File: config.mk
export PLATFORM = sky130hd
export DESIGN_NAME = block_lock_ctrl
export DESIGN_NICKNAME = d
export VERILOG_FILES = /design/src/rtl/block_lock_ctrl.sv
export SDC_FILE = /design/constraint.sdc
export NUM_CORES = 1
export LEC_CHECK = 0
export CAP_MARGIN = 30
export CORE_MARGIN = 3
export CORE_UTILIZATION = 40
export CTS_CLUSTER_DIAMETER = 150
export DETAILED_ROUTE_END_ITERATION = 12
export SETUP_SLACK_MARGIN = 0.05
export SYNTH_ARGS = -nofsm -noshare
export SYNTH_HDL_FRONTEND = slang
export SYNTH_SLANG_ARGS = --single-unit
File: constraint.sdc
create_clock -name CLK -period 2.7 [get_ports CLK]
set_input_delay 0.81 -clock CLK [delete_from_list [all_inputs] [get_ports CLK]]
set_output_delay 0.81 -clock CLK [all_outputs]
set_load 0.01 [all_outputs]
File: src/rtl/block_lock_ctrl.sv
// rtl/block_lock_ctrl.sv - 64b/66b sync-header block lock state machine
//
// Purpose: searches for 66b block alignment by watching sync headers. In
// TEST it counts headers over a window of SH_CNT_MAX. While unlocked, any
// invalid header triggers a one-bit slip. While locked, INVLD_MAX invalid
// headers in one window drop lock. After each slip, SLIP_WAIT header beats
// are discarded so the gearbox output can settle.
//
// Ports:
//   CLK           - sole clock, rising edge
//   reset         - asynchronous active-low reset
//   hdr_valid     - sync header presented this cycle
//   sync_hdr[1:0] - sync header bits (01/10 valid, 00/11 invalid)
//   slip          - one-cycle request to shift alignment by one bit
//   block_lock    - alignment acquired
//   descr_rst     - active-high descrambler reset, always NOT block_lock
//   out_valid     - descrambler output valid on this beat
//   slip_cnt      - total slips issued, saturating at 255
//   lock_loss_cnt - total lock losses, saturating at 255
module block_lock_ctrl #(
  parameter int SH_CNT_MAX = 64,
  parameter int INVLD_MAX  = 16,
  parameter int SLIP_WAIT  = 4
) (
  input  logic       CLK,
  input  logic       reset,
  input  logic       hdr_valid,
  input  logic [1:0] sync_hdr,
  output logic       slip,
  output logic       block_lock,
  output logic       descr_rst,
  output logic       out_valid,
  output logic [7:0] slip_cnt,
  output logic [7:0] lock_loss_cnt
);

  typedef enum logic [1:0] {
    ST_INIT = 2'd0,
    ST_TEST = 2'd1,
    ST_SLIP = 2'd2,
    ST_WAIT = 2'd3
  } state_t;

  localparam logic [6:0] SH_MAX   = 7'(SH_CNT_MAX);
  localparam logic [6:0] INV_MAX  = 7'(INVLD_MAX);
  localparam logic [3:0] WAIT_MAX = 4'(SLIP_WAIT);

  state_t     state_q, state_d;
  logic [6:0] sh_cnt_q, sh_cnt_d;
  logic [6:0] invld_cnt_q, invld_cnt_d;
  logic [3:0] wait_cnt_q, wait_cnt_d;
  logic       primed_q, primed_d;
  logic       slip_q, slip_d;
  logic       block_lock_q, block_lock_d;
  logic       descr_rst_q, descr_rst_d;
  logic       out_valid_q, out_valid_d;
  logic [7:0] slip_cnt_q, slip_cnt_d;
  logic [7:0] lock_loss_cnt_q, lock_loss_cnt_d;

  logic       hdr_bad;
  logic [6:0] sh_inc;
  logic [6:0] invld_inc;
  logic [3:0] wait_inc;

  assign hdr_bad   = (sync_hdr[1] == sync_hdr[0]);
  assign sh_inc    = sh_cnt_q + 7'd1;
  assign invld_inc = invld_cnt_q + 7'd1;
  assign wait_inc  = wait_cnt_q + 4'd1;

  always_comb begin
    state_d         = state_q;
    sh_cnt_d        = sh_cnt_q;
    invld_cnt_d     = invld_cnt_q;
    wait_cnt_d      = wait_cnt_q;
    block_lock_d    = block_lock_q;
    slip_cnt_d      = slip_cnt_q;
    lock_loss_cnt_d = lock_loss_cnt_q;
    primed_d        = primed_q;
    out_valid_d     = 1'b0;

    case (state_q)
      ST_INIT: begin
        state_d      = ST_TEST;
        sh_cnt_d     = 7'd0;
        invld_cnt_d  = 7'd0;
        block_lock_d = 1'b0;
      end
      ST_TEST: begin
        if (hdr_valid) begin
          if (!block_lock_q) begin
            if (hdr_bad) begin
              state_d = ST_SLIP;
            end else if (sh_inc == SH_MAX) begin
              block_lock_d = 1'b1;
              sh_cnt_d     = 7'd0;
              invld_cnt_d  = 7'd0;
            end else begin
              sh_cnt_d = sh_inc;
            end
          end else begin
            // Loss of lock wins over a window that completes on the same beat.
            if (hdr_bad && (invld_inc == INV_MAX)) begin
              block_lock_d = 1'b0;
              state_d      = ST_SLIP;
              if (lock_loss_cnt_q != 8'hFF) begin
                lock_loss_cnt_d = lock_loss_cnt_q + 8'd1;
              end
            end else if (sh_inc == SH_MAX) begin
              sh_cnt_d    = 7'd0;
              invld_cnt_d = 7'd0;
            end else begin
              sh_cnt_d = sh_inc;
              if (hdr_bad) begin
                invld_cnt_d = invld_inc;
              end
            end
          end
        end
      end
      ST_SLIP: begin
        state_d    = ST_WAIT;
        wait_cnt_d = 4'd0;
      end
      ST_WAIT: begin
        if (hdr_valid) begin
          if (wait_inc == WAIT_MAX) begin
            state_d     = ST_TEST;
            wait_cnt_d  = 4'd0;
            sh_cnt_d    = 7'd0;
            invld_cnt_d = 7'd0;
          end else begin
            wait_cnt_d = wait_inc;
          end
        end
      end
      default: state_d = ST_INIT;
    endcase

    // Outputs are registered, so they are computed from the next state.
    slip_d = (state_d == ST_SLIP);
    if (slip_d && (slip_cnt_q != 8'hFF)) begin
      slip_cnt_d = slip_cnt_q + 8'd1;
    end
    descr_rst_d = ~block_lock_d;

    // The first beat after lock primes the descrambler and is not passed on.
    if (!block_lock_d) begin
      primed_d = 1'b0;
    end else if (block_lock_q && hdr_valid) begin
      out_valid_d = primed_q;
      primed_d    = 1'b1;
    end
  end

  always_ff @(posedge CLK or negedge reset) begin
    if (!reset) begin
      state_q         <= ST_INIT;
      sh_cnt_q        <= 7'd0;
      invld_cnt_q     <= 7'd0;
      wait_cnt_q      <= 4'd0;
      primed_q        <= 1'b0;
      slip_q          <= 1'b0;
      block_lock_q    <= 1'b0;
      descr_rst_q     <= 1'b1;
      out_valid_q     <= 1'b0;
      slip_cnt_q      <= 8'd0;
      lock_loss_cnt_q <= 8'd0;
    end else begin
      state_q         <= state_d;
      sh_cnt_q        <= sh_cnt_d;
      invld_cnt_q     <= invld_cnt_d;
      wait_cnt_q      <= wait_cnt_d;
      primed_q        <= primed_d;
      slip_q          <= slip_d;
      block_lock_q    <= block_lock_d;
      descr_rst_q     <= descr_rst_d;
      out_valid_q     <= out_valid_d;
      slip_cnt_q      <= slip_cnt_d;
      lock_loss_cnt_q <= lock_loss_cnt_d;
    end
  end

  assign slip          = slip_q;
  assign block_lock    = block_lock_q;
  assign descr_rst     = descr_rst_q;
  assign out_valid     = out_valid_q;
  assign slip_cnt      = slip_cnt_q;
  assign lock_loss_cnt = lock_loss_cnt_q;

endmodule

==> summary.txt <==
Route
  – Detailed-route wire length per cell: 14.5 µm
  – Iter 0 DRT Violations: 110
  – Via/cell ratio: 5.56
  – Total vias in the final route: 1835
  – Aggregate routed wire length: 4.79 mm
  – Number of iterations in the first detailed-routing pass: 4
  – Number of remaining DRC errors: 0
  – Post-DRT Antenna Nets: 0

Clock tree
  – Clock H-tree levels: 2
  – Gates resized, CTS repair: 0
  – TritonCTS clock tree: done
  – Number of buffers created by CTS: 5
  – Clock Path Buffers: 2
  – Number of buffers inserted to repair setup after CTS: 0
  – Worst-Skew Late Latency: 290 ps
  – Root Buffer: sky130_fd_sc_hd__clkbuf_8
  – Clock transition at the register clock pins on the worst setup and hold paths after CTS: 80 ps
  – Total clock sinks: 41
  – Cts hold-fix bufs: 0

Power and ir drop
  – Leakage power of the design: 1.20 nW
  – Worst vdd rail ir drop: 0.537 mV
  – Total Power: 1.86 mW
  – Cell Pwr Density: 674 nW/µm²

Timing
  – Min Clock Period, post-route: 2340 ps
  – Clock Skew: 1.61 ps
  – Final hold violation count: 0
  – Max Freq: 427 MHz
  – Final Max Slew Viols: 0
  – Setup repair after global routing missed its margin: false
  – Slew margin rel.: 0.645
  – Slew at the pin closest to its max-slew limit: 532 ps
  – Period Utilization, post-route: 0.867
  – Number of setup violations in the final report: 0
  – Final sum of negative setup slack: 0 ps
  – Worst setup slack after layout: 359 ps
  – Hold slack: 490 ps

Placement
  – Final HPWL from detailed placement: 3.43 mm
  – Count of input and output buffers: 24
  – Number of cells in the design after placement: 322
  – Placed Instance Area: 2650 µm²
  – Setup WS pre-CTS: 40.0 ps
  – Routability congestion estimate from global placement: 0.738

Critical path
  – Sequence of cells on the critical path: clkdlybuf4s50_1 -> xnor2_2 -> and2_1 -> nand4_1 -> or2_1 -> a22o_1 -> a22o_1
  – Kind of start point of the critical path: input port
  – Crit path max fanout: 4
  – Sort of element at the end of the critical path: flip-flop
  – Highest cell delay on the worst timing path: 440 ps
  – Worst path arrival time: 2520 ps
  – Required time at the endpoint of the critical path: 2880 ps
  – CP delay by family, top: simple AND/OR/NAND/NOR gates
  – CP Buf/Inv Count: 1
  – Critical Path Slowest Stage Cell: sky130_fd_sc_hd__clkdlybuf4s50_1
  – Critical path's most frequent cell: sky130_fd_sc_hd__a22o_1
  – Worst Path Class, Setup: input port to flip-flop

Layout
  – Count of inserted antenna diode cells: 0
  – Final Net Count: 270
  – Non-filler cells in the finished layout: 330
  – Layout overhead on the synthesized area: 21.1%
  – Fraction of the core area covered by cells at the end of the flow: 0.519
  – Post-route cell area: 2750 µm²
  – Share of post-route cells with drive strength above 1: 0.146

Global route
  – Antenna violations before repair: 0
  – Remaining global-route overflow: 0
  – Overall fraction of global-route tracks in use: 0.168
  – Maximum number of pins on one net before global-route repair: 22
  – Wire length of the first global-routing pass: 8.65 mm
  – Vias in the first global route: 1821

Die
  – I/O pin total: 25
  – Count of standard-cell rows: 26
  – Initial Util: 0.429
  – Die Wd: 81.4 µm
  – CORE AREA: 5300 µm²
  – Die height: 81.4 µm
  – Die area: 6620 µm²

Logic synthesis
  – Nets in the synthesized netlist: 238
  – Cells after synthesis: 227
  – Post-synthesis simple-gate area fraction: 0.203
  – Synthesized area divided by synthesized cell count: 10.0 µm²
  – Post-Synth XOR/XNOR Area: 0.0682
  – Adder-cell share of the synthesized area: 0.0330
  – Synth top cells by count: 40 x sky130_fd_sc_hd__dfrtp_1, 20 x sky130_fd_sc_hd__nand2_1, 14 x sky130_fd_sc_hd__nand3_1
  – Cell area after technology mapping: 2270 µm²
  – Main synth FF type: sky130_fd_sc_hd__dfrtp_1
  – Compound-gate portion of the synthesized area: 0.183
  – Synthesized flop and latch total: 41
  – Count of flip-flops with a built-in enable after synthesis: 0
  – Cell accounting for the most synthesized area: sky130_fd_sc_hd__dfrtp_1
  – Number of distinct library cells after synthesis: 56
  – Cell types occupying the most area after synthesis: sky130_fd_sc_hd__dfrtp_1 44%, sky130_fd_sc_hd__ha_1 3.3%, sky130_fd_sc_hd__nand2_1 3.3%
  – Proportion of synthesized flip-flops having asynchronous set or reset: 1.00
  – Share of the synthesized area in the top cell type: 0.440
  – Share of synthesized area spent on multiplexers: 0.0237
  – Sequential cell area fraction in the yosys report: 0.452
  – Dominant combinational cell family by area after synthesis: simple AND/OR/NAND/NOR gates
  – Count of yosys warnings during synthesis: 0
  – Most frequently used cell type in the post-synthesis netlist: sky130_fd_sc_hd__dfrtp_1

Flow run
  – Maximum capacitance violations: 0

Hold path
  – Worst Hold Class: input port to asynchronous set/reset pin

Status
  – Outcome: finished, final reports clean
[layer usage]
layer	vias up	share of wire	track usage	wire length (µm)
met5	-	0	0	0
met4	0	0.014	0.0557	65
met3	7	0.030	0.0322	142
met2	27	0.47	0.268	2230
met1	904	0.49	0.228	2350
li1	897	-	-	-
[placed cells by master (no fill, tap or decap), types with 2 or more instances in the layout]
master	netlist	layout
sky130_fd_sc_hd__a21oi_1	6	6
sky130_fd_sc_hd__a22o_1	4	4
sky130_fd_sc_hd__a31oi_1	7	7
sky130_fd_sc_hd__a32o_1	2	2
sky130_fd_sc_hd__and2_1	3	3
sky130_fd_sc_hd__and3_1	11	11
sky130_fd_sc_hd__and4_4	2	2
sky130_fd_sc_hd__buf_12	0	2
sky130_fd_sc_hd__buf_4	1	9
sky130_fd_sc_hd__clkbuf_8	0	7
sky130_fd_sc_hd__clkdlybuf4s50_1	0	23
sky130_fd_sc_hd__dfrtp_1	40	40
sky130_fd_sc_hd__ha_1	6	6
sky130_fd_sc_hd__inv_1	8	8
sky130_fd_sc_hd__mux2_2	3	3
sky130_fd_sc_hd__mux2i_1	2	2
sky130_fd_sc_hd__nand2_1	20	20
sky130_fd_sc_hd__nand2b_1	3	3
sky130_fd_sc_hd__nand3_1	14	14
sky130_fd_sc_hd__nand4_1	8	8
sky130_fd_sc_hd__nor2_1	9	9
sky130_fd_sc_hd__nor2b_1	2	2
sky130_fd_sc_hd__nor3_1	4	4
sky130_fd_sc_hd__o21ai_0	13	13
sky130_fd_sc_hd__o22a_1	2	2
sky130_fd_sc_hd__o22ai_1	3	3
sky130_fd_sc_hd__o31ai_1	2	2
sky130_fd_sc_hd__o41ai_1	4	4
sky130_fd_sc_hd__or3_1	2	2
sky130_fd_sc_hd__xnor2_1	8	8
sky130_fd_sc_hd__xor2_1	6	6
[final cells by class]
cell class / count / area [µm²]
fill: 498 / 2550
inverter: 9 / 33.8
tap: 70 / 87.6
timing repair buffer: 35 / 343
sequential: 41 / 1030
clock inverter: 1 / 5.00
multi-input combinational: 167 / 1160
clock buffer: 7 / 96.3
[registers in the layout (all words and copies together), names as in the netlist, 2 cells and up]
| name | flops |
|---|---|
| invld_cnt_q | 7 |
| lock_loss_cnt | 8 |
| sh_cnt_q | 7 |
| slip_cnt | 8 |
| state_q | 2 |
| wait_cnt_q | 4 |
[cell families after synthesis]
family,Yosys count
AO/OA/AOI/OAI,55
buffers and inverters,19
multiplexers,5
adder cells (fa/ha/maj),6
AND/OR/NAND/NOR,85
XOR/XNOR,16
flip-flops,41
[worst paths after layout]
| check | start | to | slack [ps] | cells past startpoint |
|---|---|---|---|---|
| max | sync_hdr[0] | invld_cnt_q[6]$_DFFE_PN0P_ | 360 | 7 |
| min | reset | wait_cnt_q[2]$_DFFE_PN0P_ | 490 | 1 |
| max reg2reg | invld_cnt_q[0]$_DFFE_PN0P_ | invld_cnt_q[6]$_DFFE_PN0P_ | 380 | 7 |
| min reg2reg | lock_loss_cnt[5]$_DFFE_PN0P_ | lock_loss_cnt[5]$_DFFE_PN0P_ | 490 | 1 |
| max in group asynchronous | reset | descr_rst$_DFF_PN1_ | 1650 | 2 |
| min in group CLK | lock_loss_cnt[5]$_DFFE_PN0P_ | lock_loss_cnt[5]$_DFFE_PN0P_ | 490 | 1 |
[where the power goes]
part | switching (mW) | internal (mW)
Clock | 0.210 | 0.231
Combinational | 0.288 | 0.269
Sequential | 0.143 | 0.716
Total | 0.641 | 1.22
Note: power is estimated with default switching activity, not from simulation.
